File: config.mk
export PLATFORM = sky130hd
export DESIGN_NAME = mem_req_ctrl
export DESIGN_NICKNAME = d
export VERILOG_FILES = /design/src/rtl/mem_pkg.sv /design/src/rtl/mem_req_ctrl.sv
export SDC_FILE = /design/constraint.sdc
export NUM_CORES = 1
export LEC_CHECK = 0
export BUFFER_PORTS_ARGS = -buffer_cell sky130_fd_sc_hd__buf_2
export CAP_MARGIN = 5
export CORE_MARGIN = 2
export CORE_UTILIZATION = 47
export DETAILED_ROUTE_END_ITERATION = 12
export PLACE_DENSITY = 0.85
export SKIP_LAST_GASP = 1
export SLEW_MARGIN = 20
export SYNTH_ARGS = -nofsm -noshare
export SYNTH_HDL_FRONTEND = slang
export SYNTH_SLANG_ARGS = --single-unit
File: constraint.sdc
create_clock -name clk -period 3.4 [get_ports clk]
set_input_delay 0.51 -clock clk [delete_from_list [all_inputs] [get_ports clk]]
set_output_delay 0.51 -clock clk [all_outputs]
set_load 0.02 [all_outputs]
File: src/rtl/mem_pkg.sv
// Shared types and default sizing for the memory request controller.
package mem_pkg;

    typedef enum logic [1:0] {IDLE, WRITE, READ, RESP} mem_ctrl_state_t;

    localparam int unsigned MEM_DEPTH   = 256;
    localparam int unsigned MEM_WIDTH   = 32;
    localparam int unsigned MEM_LATENCY = 2;

    // Wide enough for the largest supported read latency (15).
    localparam int unsigned MEM_CNT_W   = 4;

endpackage

File: src/rtl/mem_req_ctrl.sv
// Sequences single read/write requests onto a dual-address memory port and
// returns read data, after a fixed read latency, on a valid/ready channel.
module mem_req_ctrl
    import mem_pkg::*;
#(
    parameter int unsigned N       = MEM_DEPTH,
    parameter int unsigned M       = MEM_WIDTH,
    parameter int unsigned LATENCY = MEM_LATENCY,
    localparam int unsigned AW     = $clog2(N)
) (
    input  logic          clk,
    input  logic          rst,
    input  logic          req_valid,
    output logic          req_ready,
    input  logic          req_we,
    input  logic [AW-1:0] req_addr,
    input  logic [M-1:0]  req_wdata,
    output logic          rsp_valid,
    input  logic          rsp_ready,
    output logic [M-1:0]  rsp_rdata,
    output logic          mem_write_enable,
    output logic [AW-1:0] mem_write_addr,
    output logic [M-1:0]  mem_write_data,
    output logic          mem_read_enable,
    output logic [AW-1:0] mem_read_addr,
    input  logic [M-1:0]  mem_read_data,
    output logic          busy
);

    localparam int unsigned CNT_W = MEM_CNT_W;

    if (LATENCY == 0 || LATENCY > 15) begin : g_bad_latency
        $error("mem_req_ctrl: LATENCY must be in the range 1..15");
    end

    mem_ctrl_state_t r_state;
    mem_ctrl_state_t w_state_nxt;

    logic [CNT_W-1:0] r_cnt;
    logic [CNT_W-1:0] w_cnt_nxt;
    logic [AW-1:0]    r_wr_addr;
    logic [AW-1:0]    w_wr_addr_nxt;
    logic [M-1:0]     r_wr_data;
    logic [M-1:0]     w_wr_data_nxt;
    logic [AW-1:0]    r_rd_addr;
    logic [AW-1:0]    w_rd_addr_nxt;
    logic [M-1:0]     r_rdata;
    logic [M-1:0]     w_rdata_nxt;

    logic r_idle;
    logic r_busy;
    logic r_mem_we;
    logic r_mem_re;
    logic r_rsp_valid;

    // State register.
    always_ff @(posedge clk or posedge rst) begin
        if (rst) begin
            r_state <= IDLE;
        end else begin
            r_state <= w_state_nxt;
        end
    end

    // Next state and holding-register updates.
    always_comb begin
        w_state_nxt   = r_state;
        w_cnt_nxt     = r_cnt;
        w_wr_addr_nxt = r_wr_addr;
        w_wr_data_nxt = r_wr_data;
        w_rd_addr_nxt = r_rd_addr;
        w_rdata_nxt   = r_rdata;
        case (r_state)
            IDLE: begin
                if (req_valid && req_ready) begin
                    if (req_we) begin
                        w_wr_addr_nxt = req_addr;
                        w_wr_data_nxt = req_wdata;
                        w_state_nxt   = WRITE;
                    end else begin
                        w_rd_addr_nxt = req_addr;
                        w_cnt_nxt     = CNT_W'(LATENCY - 1);
                        w_state_nxt   = READ;
                    end
                end
            end
            WRITE: begin
                w_state_nxt = IDLE;
            end
            READ: begin
                if (r_cnt == '0) begin
                    w_rdata_nxt = mem_read_data;
                    w_state_nxt = RESP;
                end else begin
                    w_cnt_nxt = r_cnt - CNT_W'(1);
                end
            end
            RESP: begin
                if (rsp_ready) begin
                    w_state_nxt = IDLE;
                end
            end
            default: begin
                w_state_nxt = IDLE;
            end
        endcase
    end

    // Datapath registers plus strobes decoded one edge early so they line up with r_state.
    always_ff @(posedge clk or posedge rst) begin
        if (rst) begin
            r_cnt       <= '0;
            r_wr_addr   <= '0;
            r_wr_data   <= '0;
            r_rd_addr   <= '0;
            r_rdata     <= '0;
            r_idle      <= 1'b1;
            r_busy      <= 1'b0;
            r_mem_we    <= 1'b0;
            r_mem_re    <= 1'b0;
            r_rsp_valid <= 1'b0;
        end else begin
            r_cnt       <= w_cnt_nxt;
            r_wr_addr   <= w_wr_addr_nxt;
            r_wr_data   <= w_wr_data_nxt;
            r_rd_addr   <= w_rd_addr_nxt;
            r_rdata     <= w_rdata_nxt;
            r_idle      <= (w_state_nxt == IDLE);
            r_busy      <= (w_state_nxt != IDLE);
            r_mem_we    <= (w_state_nxt == WRITE);
            r_mem_re    <= (w_state_nxt == READ);
            r_rsp_valid <= (w_state_nxt == RESP);
        end
    end

    // Ready must fall with rst itself, not at the next edge.
    assign req_ready        = r_idle & ~rst;
    assign busy             = r_busy;
    assign rsp_valid        = r_rsp_valid;
    assign rsp_rdata        = r_rdata;
    assign mem_write_enable = r_mem_we;
    assign mem_write_addr   = r_wr_addr;
    assign mem_write_data   = r_wr_data;
    assign mem_read_enable  = r_mem_re;
    assign mem_read_addr    = r_rd_addr;

endmodule

==> After elaboration in Yosys (flattened, before gate mapping) <==
Index checks and enable logic that the tools add are counted.
{ "op_classes": {"n_addsub": 1, "eq_ne": 9, "n_mux": 9, "n_bitwise": 3, "n_reduce_logical": 10} }
{ "op_table": {"columns": ["op", "n"], "rows": [
  ["2-to-1 mux 4 bit", 3],
  ["== test 2 bit, second input constant", 4],
  ["2-to-1 mux 2 bit", 4],
  ["case mux 2 bit (4 select lines)", 1],
  ["case mux 4 bit (2 select lines)", 1],
  ["!= test 2 bit, second input constant", 3],
  ["AND reduction 3 bit", 2],
  ["== test 2 x 1 -> 1 bit, second input constant", 2],
  ["logical NOT 2 bit", 2],
  ["logical NOT 4 bit", 1],
  ["AND reduction 4 bit", 1],
  ["nonzero test 2 bit", 2],
  ["subtractor 4 x 1 -> 4 bit, second input constant", 1],
  ["NOT 1 bit", 2],
  ["AND reduction 2 bit", 1],
  ["AND 1 bit", 1],
  ["logical AND 1 bit", 1]
]} }
{ "totals": {"reg_bits": 91, "inputBits": 77, "output_inout_bits": 85} }

==> Depth between registers and ports, before layout <==
{ "logic_depth": {"word_depth": 6, "mapped_depth": 6, "mapped_depth_nobuf": 5} }

==> Worst setup path before layout <==
Ideal clock, no wire load.
{ "synth_timing": {"path_type": "reg-to-reg", "startpoint": "register r_cnt[0]", "endpoint": "register r_rdata[10] (netlist: rsp_rdata[10])", "arrival_time_ns": 1.465, "required_ns": 3.275, "slack_ns": 1.810, "stages_incl_launch_ff": 7, "n_path_buf": 1, "synth_period_minus_slack_ns": 1.590, "path_cell_list": "dfrtp_1 inv_1 ha_1 nor3b_2 nand2_1 buf_4 mux2_2"} }
{ "synth_between": {"elab_chain_cells": 2} }
{ "synth_lines": {"columns": ["item", "line_no", "rtl"], "rows": [
  ["start: declaration", "mem_req_ctrl.sv:39", "logic [CNT_W-1:0] r_cnt;"],
  ["start signal: assignment", "mem_req_ctrl.sv:123", "r_cnt <= w_cnt_nxt;"],
  ["logical NOT 4 bit", "mem_req_ctrl.sv:91", "if (r_cnt == '0) begin"],
  ["AND reduction 2 bit (no line)", null, null],
  ["end signal: assignment", "mem_req_ctrl.sv:127", "r_rdata <= w_rdata_nxt;"],
  ["end: declaration", "mem_req_ctrl.sv:47", "logic [M-1:0] r_rdata;"]
]} }
Every way passes these cells.
A chain may end at the register's enable or synchronous reset.

==> Worst setup path after layout <==
{ "layout_timing": {"startpoint": "register r_idle", "endpoint": "register r_wr_data[10] (netlist: mem_write_data[10])"} }
{ "layout_between": {"elab_chain_cells": 3} }
{ "layout_lines": {"columns": ["item", "line_no", "rtl"], "rows": [
  ["start: declaration", "mem_req_ctrl.sv:50", "logic r_idle;"],
  ["start signal: assignment", "mem_req_ctrl.sv:128", "r_idle <= (w_state_nxt == IDLE);"],
  ["AND 1 bit", "mem_req_ctrl.sv:137", "assign req_ready = r_idle & ~rst;"],
  ["logical AND 1 bit", "mem_req_ctrl.sv:75", "if (req_valid && req_ready) begin"],
  ["AND reduction 3 bit (no line)", null, null],
  ["end signal: assignment", "mem_req_ctrl.sv:125", "r_wr_data <= w_wr_data_nxt;"],
  ["end: declaration", "mem_req_ctrl.sv:43", "logic [M-1:0] r_wr_data;"]
]} }
Every way passes these cells.

==> summary.md <==
| Metric | Value |
|---|---|
| Status | complete, no violations |
| Post-Syn Instances | between 200 and 250 |
| Area grow syn2layout | 30.3% |
| Die height | around 91 um |
| Final worst slack | between 1 and 1.5 ns |
| DR pass1 iterations | 4 |
| Via density per instance | between 4 and 5 |
| IO buf count | roughly 160 |
| # DRC | 0 |
| # H-tree levels | 3 |
| Internal Pwr Total | ~2900 uW |
| R2R setup slack | approximately 1.5 ns |
| Skew final | roughly 0.0065 ns |
| Fin crit period | roughly 1.9 ns |
| Root Driver | clkbuf_8 |
| Clock Sinks | between 90 and 100 |
| Total leakage power | 0.00241 uW |
| Final core occ | a little under two thirds |
| Setup bufs post-CTS | 0 |
| Reg clk slew, reported paths | 0.09 ns |
| GRT met1 Usage | between 20 and 25% |
| Combinational share of power | a little over two fifths |
| Final Hold Fails | 0 |
| Hold crit path type | input pin to asynchronous set/reset pin |
| Fmax | approximately 0.53 GHz |
| Layout cells sized above 1 | 67.2% |
| Yosys warnings | 0 |
| Netlist cell types | 27 |
| Total power | ~4600 uW |
| Fillers | around 600 |
| Final setup vio count | 0 |
| Syn nets | roughly 300 |
| Clock power share | between 10% and 20% |
| Largest net degree at the start of global routing | 43 |
| # IOs | around 160 |
| Site Rows | 31 |
| CP max stage delay | approximately 0.54 ns |
| Type of origin of the critical path | flip-flop |
| CP cell instances | and4bb_2 > nand3b_4 > mux2_1 |
| Vias in the first global route | 2496 |
| Nets@finish | approximately 460 |
| Register area share after synthesis | 64.1% |
| Slew HR | around three fifths |
| Commonest non-fill, non-tap cell in the layout | buf_2 |
| TritonCTS clock tree | done |
| CP Capture Type | flip-flop |
| Initial antenna violation count | 0 |
| FF/Latch Area | ~2300 sq um |
| Ant diodes | 0 |
| Final WL | about 7100 um |
| Final critical-path share of the clock period | roughly 56% |
| Final ANT Viol Nets | 0 |
| Slowest cell on crit path | dfstp_2 |
| Crit-path max FO | 42 |
| Sw power | 1770 uW |
| Mapped Area | around 3600 sq um |
| DP Wirelength | between 5000 and 6000 um |
| #FFs+latches synth | between 90 and 100 |
| Initial Util | 48.8% |
| Peak VDD IR | about 0.42 mV |
| Most frequent cells in the layout | buf_2, dfrtp_1, mux2_2 |
| CP Class | flip-flop to flip-flop |
| Register share of total power | between 40% and 50% |
| Deepest clock path buffer count | 2 |
| Congestion Overflow GR | 0 |
| Multi-input logic area | 1170 sq um |
| Met2 Use GR | between 20 and 30% |
| Final TNS setup | 0 ns |
| Resize count post-CTS | 0 |
| Max-slew violations | 0 |
| R2R depth | 3 |
| Fin cells | 489 |
| Clock buffer count from CTS | 9 |
| Post-DR wirelength/cell | 14.5 um |
| Cells after DPL | 473 |
| First-pass GRT wire length | 11700 um |
| Hold-fix buffers, CTS | 0 |
| Sw Ratio | between 30% and 40% |
| R2r endpoint | mem_write_data[10] |
| Die ar. | slightly above 8000 sq um |
| DR vias | around 2.4k |
| Arr. time, crit path | roughly 2.1 ns |
| R2r startpoint | r_idle |
| Pre-CTS setup slack | about 1.3 ns |
| GPL Wtd Cong | 0.759 |
| Critical Path End | mem_write_data[10] |
| RSZ-0062 raised after global routing | no |
| Critical path required time | around 3.6 ns |
| Slew @ Worst Pin | 0.580 ns |
| Post-Syn Area per Cell | about 16 sq um |
| Clock Latency Late Sink | roughly 0.34 ns |
| Met3 usage | 4.90% |
| Core Box Area | roughly 7300 sq um |
| Gr busiest metal | met2 |
| Die X-Extent | between 90 and 100 um |
| P per Cell Area | 1000 nW/um^2 |
| Tot GR Track Use | between 15 and 20% |
| Max-cap violations | 0 |
| DR iter-0 viols | 34 |
| CP startpoint | r_idle |
[kinds of logic after synthesis]
logic type               after synthesis  synth area share [%]
AND/OR/NAND/NOR                       19                  4.01
multiplexers                          80                  26.1
flip-flops                            91                  64.1
AO/OA/AOI/OAI                         10                  2.08
buffers and inverters                 16                  3.06
adder cells (fa/ha/maj)                2                 0.704
[metrics by stage]
stage	instance area [sq um]	hold slack, ns
after floorplan	3560	0.478
after global placement	4430	0.471
after detailed placement	4430	0.479
after CTS	4630	0.0978
after global routing	4630	0.105
final	4630	0.111
[worst max-delay path: cells and delay by family (launching register included)]
family / cells / cell delay (ns)
DFF: 1 / 0.54
muxes: 1 / 0.50
and+or+nand+nor: 2 / 0.74
[worst min-delay path by stage]
stage / from / depth (start not counted) / slack [ns] / end
6_report: rst / 2 / 0.11 / mem_write_addr[1]
3_3_place_gp: rst / 2 / 0.47 / mem_write_addr[1]
2_1_floorplan: r_cnt[1] / 1 / 0.48 / r_cnt[1]
4_1_cts: rst / 2 / 0.1 / mem_write_addr[1]
3_5_place_dp: rst / 2 / 0.48 / mem_write_addr[1]
5_1_grt: rst / 2 / 0.10 / mem_write_addr[7]
[state kept, by name, summed over array words and instances, names as in the netlist, 2 cells and up]
signal,flops
mem_read_addr,8
r_cnt,4
mem_write_addr,8
r_state,2
rsp_rdata,32
mem_write_data,32
[synthesized netlist by cell type, drive strengths merged]
library cell  number  area (sq um)
a21boi             2          15.0
nor2b              2          12.5
o2bb2ai            1          8.76
ha                 2          25.0
nand4bb            1          11.3
a32o               2          20.0
mux2              80           927
nand3b             1          20.0
buf                8          78.8
o21ai              1          5.00
nand2b             2          12.5
and2b              1          8.76
or3                1          11.3
nor3               2          10.0
nand2              5          18.8
dfstp              1          26.3
a21oi              3          15.0
o32a               1          10.0
dfrtp             90          2250
and4bb             1          12.5
inv                8          30.0
nor2               1          3.75
nor3b              1          12.5
nor4b              1          8.76
[cell type report]
cell class | instances | share of cell area (%)
Clock buffer | 11 | 3.05
Clock inverter | 5 | 1.32
Inverter | 8 | 0.675
Multi-Input combinational cell | 111 | 25.2
Sequential cell | 91 | 49.2
Tap cell | 99 | 2.67
Timing Repair Buffer | 164 | 17.9
[power groups by stage]
stage               Sequential (uW)  Combinational (uW)  Clock (uW)
floorplan                      2510                 744           0
global placement               1880                1990           0
detailed placement             1910                2060           0
CTS                            1900                2060         751
global route                   1970                2170         807
finish                         1890                2030         725
[layer usage]
layer  up-vias  share of wire (%)
met2       109                 50
met5         -                  0
met1      1148                 41
met3        13                7.7
li1       1099                  -
met4         0                1.9
No activity file was read; power rests on OpenSTA's default activity.
